### config.mk
export PLATFORM = sky130hd
export DESIGN_NAME = bcp_clause_scan
export DESIGN_NICKNAME = d
export VERILOG_FILES = /design/src/rtl/bcp_clause_scan.sv
export SDC_FILE = /design/constraint.sdc
export NUM_CORES = 1
export LEC_CHECK = 0
export CORE_AREA = 2 2 76 78
export CTS_CLUSTER_DIAMETER = 60
export DETAILED_ROUTE_END_ITERATION = 7
export DIE_AREA = 0 0 78 80
export PLACE_DENSITY = 0.8
export SLEW_MARGIN = 25
export SYNTH_ARGS = -nofsm -noshare
export SYNTH_HDL_FRONTEND = slang
export SYNTH_SLANG_ARGS = --single-unit
### constraint.sdc
create_clock -name clk -period 2.8 [get_ports clk]
set_input_delay 0.7 -clock clk [delete_from_list [all_inputs] [get_ports clk]]
set_output_delay 0.7 -clock clk [all_outputs]
set_load 0.02 [all_outputs]
### src/rtl/bcp_clause_scan.sv
// bcp_clause_scan: clause-scan stage of the BCP engine.
// Walks a contiguous range of clause_table words and classifies each clause
// against the current assignment. Unit clauses leave as implications over a
// valid/ready port, and a conflicting clause aborts the scan.
// Optional feature macro: BCP_DEDUP_EN. When it is defined, an implication
// that repeats an earlier one in the same scan is dropped. An implication that
// contradicts an earlier one is reported as a conflict at that clause.
module bcp_clause_scan #(
    parameter int VAR_W  = 4,
    parameter int LITS   = 3,
    parameter int ADDR_W = 4
) (
    input  logic                      clk,
    input  logic                      rst,
    input  logic                      start_i,
    input  logic [ADDR_W-1:0]         start_addr_i,
    input  logic [ADDR_W:0]           start_count_i,
    output logic                      busy_o,
    output logic                      done_o,
    output logic                      mem_en_o,
    output logic [ADDR_W-1:0]         mem_addr_o,
    input  logic [LITS*(VAR_W+2)-1:0] mem_dout_i,
    input  logic [(2**VAR_W)-1:0]     asg_set_i,
    input  logic [(2**VAR_W)-1:0]     asg_val_i,
    output logic                      imp_valid_o,
    input  logic                      imp_ready_i,
    output logic [VAR_W-1:0]          imp_var_o,
    output logic                      imp_val_o,
    output logic                      conflict_o,
    output logic [ADDR_W-1:0]         conflict_addr_o
);

    localparam int LIT_W = VAR_W + 2;
    localparam int NVARS = 2 ** VAR_W;

    localparam logic [2:0] IDLE  = 3'd0;
    localparam logic [2:0] ISSUE = 3'd1;
    localparam logic [2:0] EVAL  = 3'd2;
    localparam logic [2:0] PUSH  = 3'd3;
    localparam logic [2:0] FIN   = 3'd4;

    localparam logic [ADDR_W-1:0] ADDR_ONE = 1;
    localparam logic [ADDR_W:0]   CNT_ONE  = 1;
    localparam logic [ADDR_W:0]   CNT_ZERO = 0;

    logic [2:0]        state_q, state_d;
    logic [ADDR_W-1:0] cur_q, cur_d;
    logic [ADDR_W:0]   rem_q, rem_d;

    logic              busy_q, busy_d;
    logic              done_q, done_d;
    logic              memEn_q, memEn_d;
    logic [ADDR_W-1:0] memAddr_q, memAddr_d;
    logic              impValid_q, impValid_d;
    logic [VAR_W-1:0]  impVar_q, impVar_d;
    logic              impVal_q, impVal_d;
    logic              conflict_q, conflict_d;
    logic [ADDR_W-1:0] conflictAddr_q, conflictAddr_d;

`ifdef BCP_DEDUP_EN
    logic [NVARS-1:0]  impMask_q, impMask_d;
    logic [NVARS-1:0]  impMval_q, impMval_d;
`endif

    logic [LIT_W-1:0]  lit;
    logic [VAR_W-1:0]  litVar;
    logic              anyTrue;
    logic              seenUnas;
    logic              multiUnas;
    logic [VAR_W-1:0]  unitVar;
    logic              unitVal;
    logic              advance;
    logic              abort;

    // Classify the clause word on mem_dout_i: any true literal, and how many are unassigned
    always_comb begin
        lit       = '0;
        litVar    = '0;
        anyTrue   = 1'b0;
        seenUnas  = 1'b0;
        multiUnas = 1'b0;
        unitVar   = '0;
        unitVal   = 1'b0;
        for (int i = 0; i < LITS; i++) begin
            lit    = mem_dout_i[i*LIT_W +: LIT_W];
            litVar = lit[VAR_W-1:0];
            if (lit[LIT_W-1]) begin
                if (!asg_set_i[litVar]) begin
                    if (seenUnas) begin
                        multiUnas = 1'b1;
                    end
                    seenUnas = 1'b1;
                    unitVar  = litVar;
                    unitVal  = ~lit[VAR_W];
                end else if (asg_val_i[litVar] != lit[VAR_W]) begin
                    anyTrue = 1'b1;
                end
            end
        end
    end

    // Next-state logic: walk the clause range, then derive the registered outputs from the next state
    always_comb begin
        state_d        = state_q;
        cur_d          = cur_q;
        rem_d          = rem_q;
        impVar_d       = impVar_q;
        impVal_d       = impVal_q;
        conflictAddr_d = conflictAddr_q;
        advance        = 1'b0;
        abort          = 1'b0;
`ifdef BCP_DEDUP_EN
        impMask_d      = impMask_q;
        impMval_d      = impMval_q;
`endif
        case (state_q)
            IDLE: begin
                if (start_i) begin
                    cur_d          = start_addr_i;
                    rem_d          = start_count_i;
                    conflictAddr_d = '0;
`ifdef BCP_DEDUP_EN
                    impMask_d      = '0;
                    impMval_d      = '0;
`endif
                    state_d        = (start_count_i == CNT_ZERO) ? FIN : ISSUE;
                end
            end
            ISSUE: begin
                state_d = EVAL;
            end
            EVAL: begin
                if (anyTrue) begin
                    advance = 1'b1;
                end else if (!seenUnas) begin
                    abort = 1'b1;
                end else if (multiUnas) begin
                    advance = 1'b1;
                end else begin
`ifdef BCP_DEDUP_EN
                    if (impMask_q[unitVar]) begin
                        if (impMval_q[unitVar] == unitVal) begin
                            advance = 1'b1;
                        end else begin
                            abort = 1'b1;
                        end
                    end else begin
                        impMask_d[unitVar] = 1'b1;
                        impMval_d[unitVar] = unitVal;
                        impVar_d           = unitVar;
                        impVal_d           = unitVal;
                        state_d            = PUSH;
                    end
`else
                    impVar_d = unitVar;
                    impVal_d = unitVal;
                    state_d  = PUSH;
`endif
                end
            end
            PUSH: begin
                if (imp_ready_i) begin
                    advance = 1'b1;
                end
            end
            FIN: begin
                state_d = IDLE;
            end
            default: begin
                state_d = IDLE;
            end
        endcase

        if (abort) begin
            state_d        = FIN;
            conflictAddr_d = cur_q;
        end
        if (advance) begin
            cur_d   = cur_q + ADDR_ONE;
            rem_d   = rem_q - CNT_ONE;
            state_d = (rem_q == CNT_ONE) ? FIN : ISSUE;
        end

        busy_d     = (state_d != IDLE);
        done_d     = (state_d == FIN);
        conflict_d = abort;
        memEn_d    = (state_d == ISSUE);
        memAddr_d  = (state_d == ISSUE) ? cur_d : memAddr_q;
        impValid_d = (state_d == PUSH);
    end

    // State and output registers; reset drops any scan and pending implication at once
    always_ff @(posedge clk or posedge rst) begin
        if (rst) begin
            state_q        <= IDLE;
            cur_q          <= '0;
            rem_q          <= '0;
            busy_q         <= 1'b0;
            done_q         <= 1'b0;
            memEn_q        <= 1'b0;
            memAddr_q      <= '0;
            impValid_q     <= 1'b0;
            impVar_q       <= '0;
            impVal_q       <= 1'b0;
            conflict_q     <= 1'b0;
            conflictAddr_q <= '0;
`ifdef BCP_DEDUP_EN
            impMask_q      <= '0;
            impMval_q      <= '0;
`endif
        end else begin
            state_q        <= state_d;
            cur_q          <= cur_d;
            rem_q          <= rem_d;
            busy_q         <= busy_d;
            done_q         <= done_d;
            memEn_q        <= memEn_d;
            memAddr_q      <= memAddr_d;
            impValid_q     <= impValid_d;
            impVar_q       <= impVar_d;
            impVal_q       <= impVal_d;
            conflict_q     <= conflict_d;
            conflictAddr_q <= conflictAddr_d;
`ifdef BCP_DEDUP_EN
            impMask_q      <= impMask_d;
            impMval_q      <= impMval_d;
`endif
        end
    end

    assign busy_o          = busy_q;
    assign done_o          = done_q;
    assign mem_en_o        = memEn_q;
    assign mem_addr_o      = memAddr_q;
    assign imp_valid_o     = impValid_q;
    assign imp_var_o       = impVar_q;
    assign imp_val_o       = impVal_q;
    assign conflict_o      = conflict_q;
    assign conflict_addr_o = conflictAddr_q;

endmodule
==> flow_summary_export.csv <==
group,metric,value,unit
outcome,status,"finished with violations",
outcome,violations,"negative setup slack",
cts,cts_tree,"built",
sta,final.setup_skew,0.00386,ns
pwr,power,2.97,mW
critical_path,path_buf_inv,2,
route,dr.pass1.iters,4,
global_routing,grt_max_degree,31,
cts,cts_buffer_depth,2,
logic_synthesis,synthesis.area,2480,µm²
sta,min_period,3.03,ns
place,finalWeightedCongestion,0.941,
route,ant_nets,0,
sta,worst_slew_pin_slew,0.504,ns
critical_path,critPathKind,"primary input to flop",
worst_hold_path,hold_class,"flop to flop",
sta,finalHoldViolCount,0,
floorplanning,die_area,6240,µm²
sta,fin_crit_sh,108,%
critical_path,start_kind,"primary input",
global_routing,overflow,0,
logic_synthesis,ys_seq_elements,30,
sta,setup_ws,-0.225,ns
sta,setup_viol,30,
place,place.port_buffers,80,
critical_path,critPathMaxFanout,5,
cts,clkSinkCount,30,
critical_path,arrival,3.19,ns
global_routing,antenna_found_initial,0,
floorplanning,num_rows,27,
logic_synthesis,yosysWarnings,0,
logic_synthesis,synth_cells,239,
logic_synthesis,synth_nets,305,
critical_path,crit_slowest_cell,"mux4_2",
route,drt-total-wl,8180,µm
layout,mostFrequentLayoutCell,"buf_4",
critical_path,end_kind,"flop",
route,drc_errors,0,
flow_run,max-cap-violations,0,
sta,fin_hold_ws,0.516,ns
place,post-place-cells,426,
critical_path,path_common_cell,"mux4_2",
layout,area_growth,61.4,%
logic_synthesis,async_reset_ff_share,100,%
layout,final_cell_mix,"46 x buf_4, 37 x clkdlybuf4s50_1, 30 x dfrtp_1, 23 x mux4_2, 20 x buf_2",
sta,clock.fmax,0.331,GHz
logic_synthesis,avgSynthCellArea,10.4,µm²
logic_synthesis,ys_types,53,
floorplanning,initial_utilization,45.9,%
cts,clock_latency,0.28,ns
global_routing,grt_usage,26.6,%
logic_synthesis,ys.flop_type,"dfrtp_1",
sta,rsz0062_at_grt,"true",
pwr,leakagePower,1.73,nW
route,drt_iter0_markers,171,
layout,nets,434,
critical_path,cp_cell_sequence,"clkdlybuf4s15_1 > mux4_2 > mux4_2 > a311o_2 > buf_6 > or3_4 > a21oi_4 > nand3b_1",
critical_path,cp_top_family,"multiplexers",
global_routing,grt_pass1_vias,2657,
floorplanning,coreArea,5410,µm²
floorplanning,die_w,78,µm
floorplanning,io_pins,81,
route,via_count,2615,
sta,slew_headroom,66.3,%
logic_synthesis,synth_edf_count,0,
route,wl_per_cell,18.5,µm
logic_synthesis,ys_seq_area_share,30.3,%
cts,cts_root_buf,"clkbuf_8",
layout,layout.cells.non_filler,441,
sta,drv_slew,0,
floorplanning,die_y,80,µm
global_routing,grt_pass1_wl,12900,µm
critical_path,slowest_delay,0.50,ns
cts,htreeDepth,2,
pwr,ir_worst_vdd,0.508,mV
route,routed_via_density,5.93,
cts,path_clk_slew,0.07,ns
cts,cts_made_buffers,5,
critical_path,cp.required,2.96,ns
place,dp.final_hpwl,6260,µm
pwr,powerDensity,742,nW/µm²
layout,layout-drive-gt1-share,45.5,%
layout,n_antenna_cell,0,
cell families (layout without fill, tap and decap cells):
| group | Yosys count | after routing | share of synthesized area [%] |
|---|---|---|---|
| compound gates | 54 | 54 | 15.6 |
| xor+xnor | 3 | 3 | 1.06 |
| fa+ha+maj | 4 | 4 | 1.92 |
| buf+inv | 28 | 158 | 5.70 |
| flops | 30 | 30 | 30.3 |
| mux | 44 | 44 | 29.9 |
| simple gates | 76 | 76 | 15.6 |
state kept, by name, summed over array words and instances (netlist names), 3 cells and up:
name	flops
conflict_addr_o	4
cur_q	4
imp_var_o	4
mem_addr_o	4
rem_q	5
state_q	3
path summary, 6_finish.rpt:
check                              startpoint            end  slack (ns)  cells after the start
worst min register to register      imp_val_o      imp_val_o        0.52                      1
worst max-delay path            asg_set_i[13]         busy_o       -0.23                      8
max in group asynchronous                 rst     state_q[2]        1.74                      3
worst min-delay path                imp_val_o      imp_val_o        0.52                      1
min in group asynchronous                 rst       mem_en_o        0.78                      3
worst max register to register       rem_q[1]  mem_addr_o[1]        0.66                      7
power breakdown:
part           total, mW  internal (mW)  leakage (nW)  switching (mW)
clock network      0.372          0.197        0.0472           0.174
logic               1.82          0.932          1.32           0.887
registers          0.783          0.634         0.367           0.148
Yosys cell counts (2+ instances only):
cell / count / share of area (%)
a211oi_1: 4 / 1.2
a21oi_1: 9 / 1.8
a22o_1: 3 / 1.1
a311oi_1: 3 / 1.1
a31oi_1: 4 / 1.0
buf_2: 4 / 0.81
buf_4: 2 / 0.60
buf_6: 3 / 1.4
clkbuf_1: 4 / 0.60
dfrtp_1: 30 / 30
ha_1: 3 / 1.5
inv_1: 13 / 2.0
mux2_2: 10 / 4.5
mux2i_1: 11 / 4.4
mux4_2: 23 / 21
nand2_1: 17 / 2.6
nand2b_1: 4 / 1.0
nand3_1: 8 / 1.6
nand3b_1: 2 / 0.60
nor2_1: 20 / 3.0
nor2b_1: 6 / 1.5
nor3_1: 5 / 1.0
nor3b_1: 2 / 0.60
o21ai_0: 6 / 1.2
o21ai_1: 6 / 1.2
o221a_2: 2 / 0.91
o221ai_1: 3 / 1.1
o22ai_1: 2 / 0.50
or2_2: 2 / 0.50
or3_1: 4 / 1.0
xor2_1: 2 / 0.71
cell type report:
cell class	instances	area, µm²
Tap cell	72	90.1
Inverter	14	55.1
Multi-Input combinational cell	181	1860
Clock inverter	2	12.5
Fill cell	382	1400
Clock buffer	6	82.6
Sequential cell	30	751
Timing Repair Buffer	136	1150
routing by layer:
metal  vias up  routed length, µm  global-route usage, %
met5         -                  0                      0
met4         0                193                   9.82
met3        20                398                   4.52
met2       121               4490                   49.8
met1      1302               3090                   30.3
li1       1172                  -                      -
timing repair:
action	CTS	global route
gates cloned	1	0
resized for setup	167	25
setup buffers	4	2
endpoints found under the setup margin	30	29
hold buffers	0	0
pin swaps	17	12
through the flow:
stage	setup TNS, ns	area [µm²]	worst slack, ns	util, %
floorplan	-8.85	2550	-0.394	-
global placement	-30.47	3720	-1.11	68.8
detailed placement	-32.31	3720	-1.23	68.8
CTS	-2.54	3930	-0.209	72.7
global route	-4.18	4010	-0.234	74.1
finish	-3.15	4010	-0.225	74.1
Power figures use the tool's default switching activity.
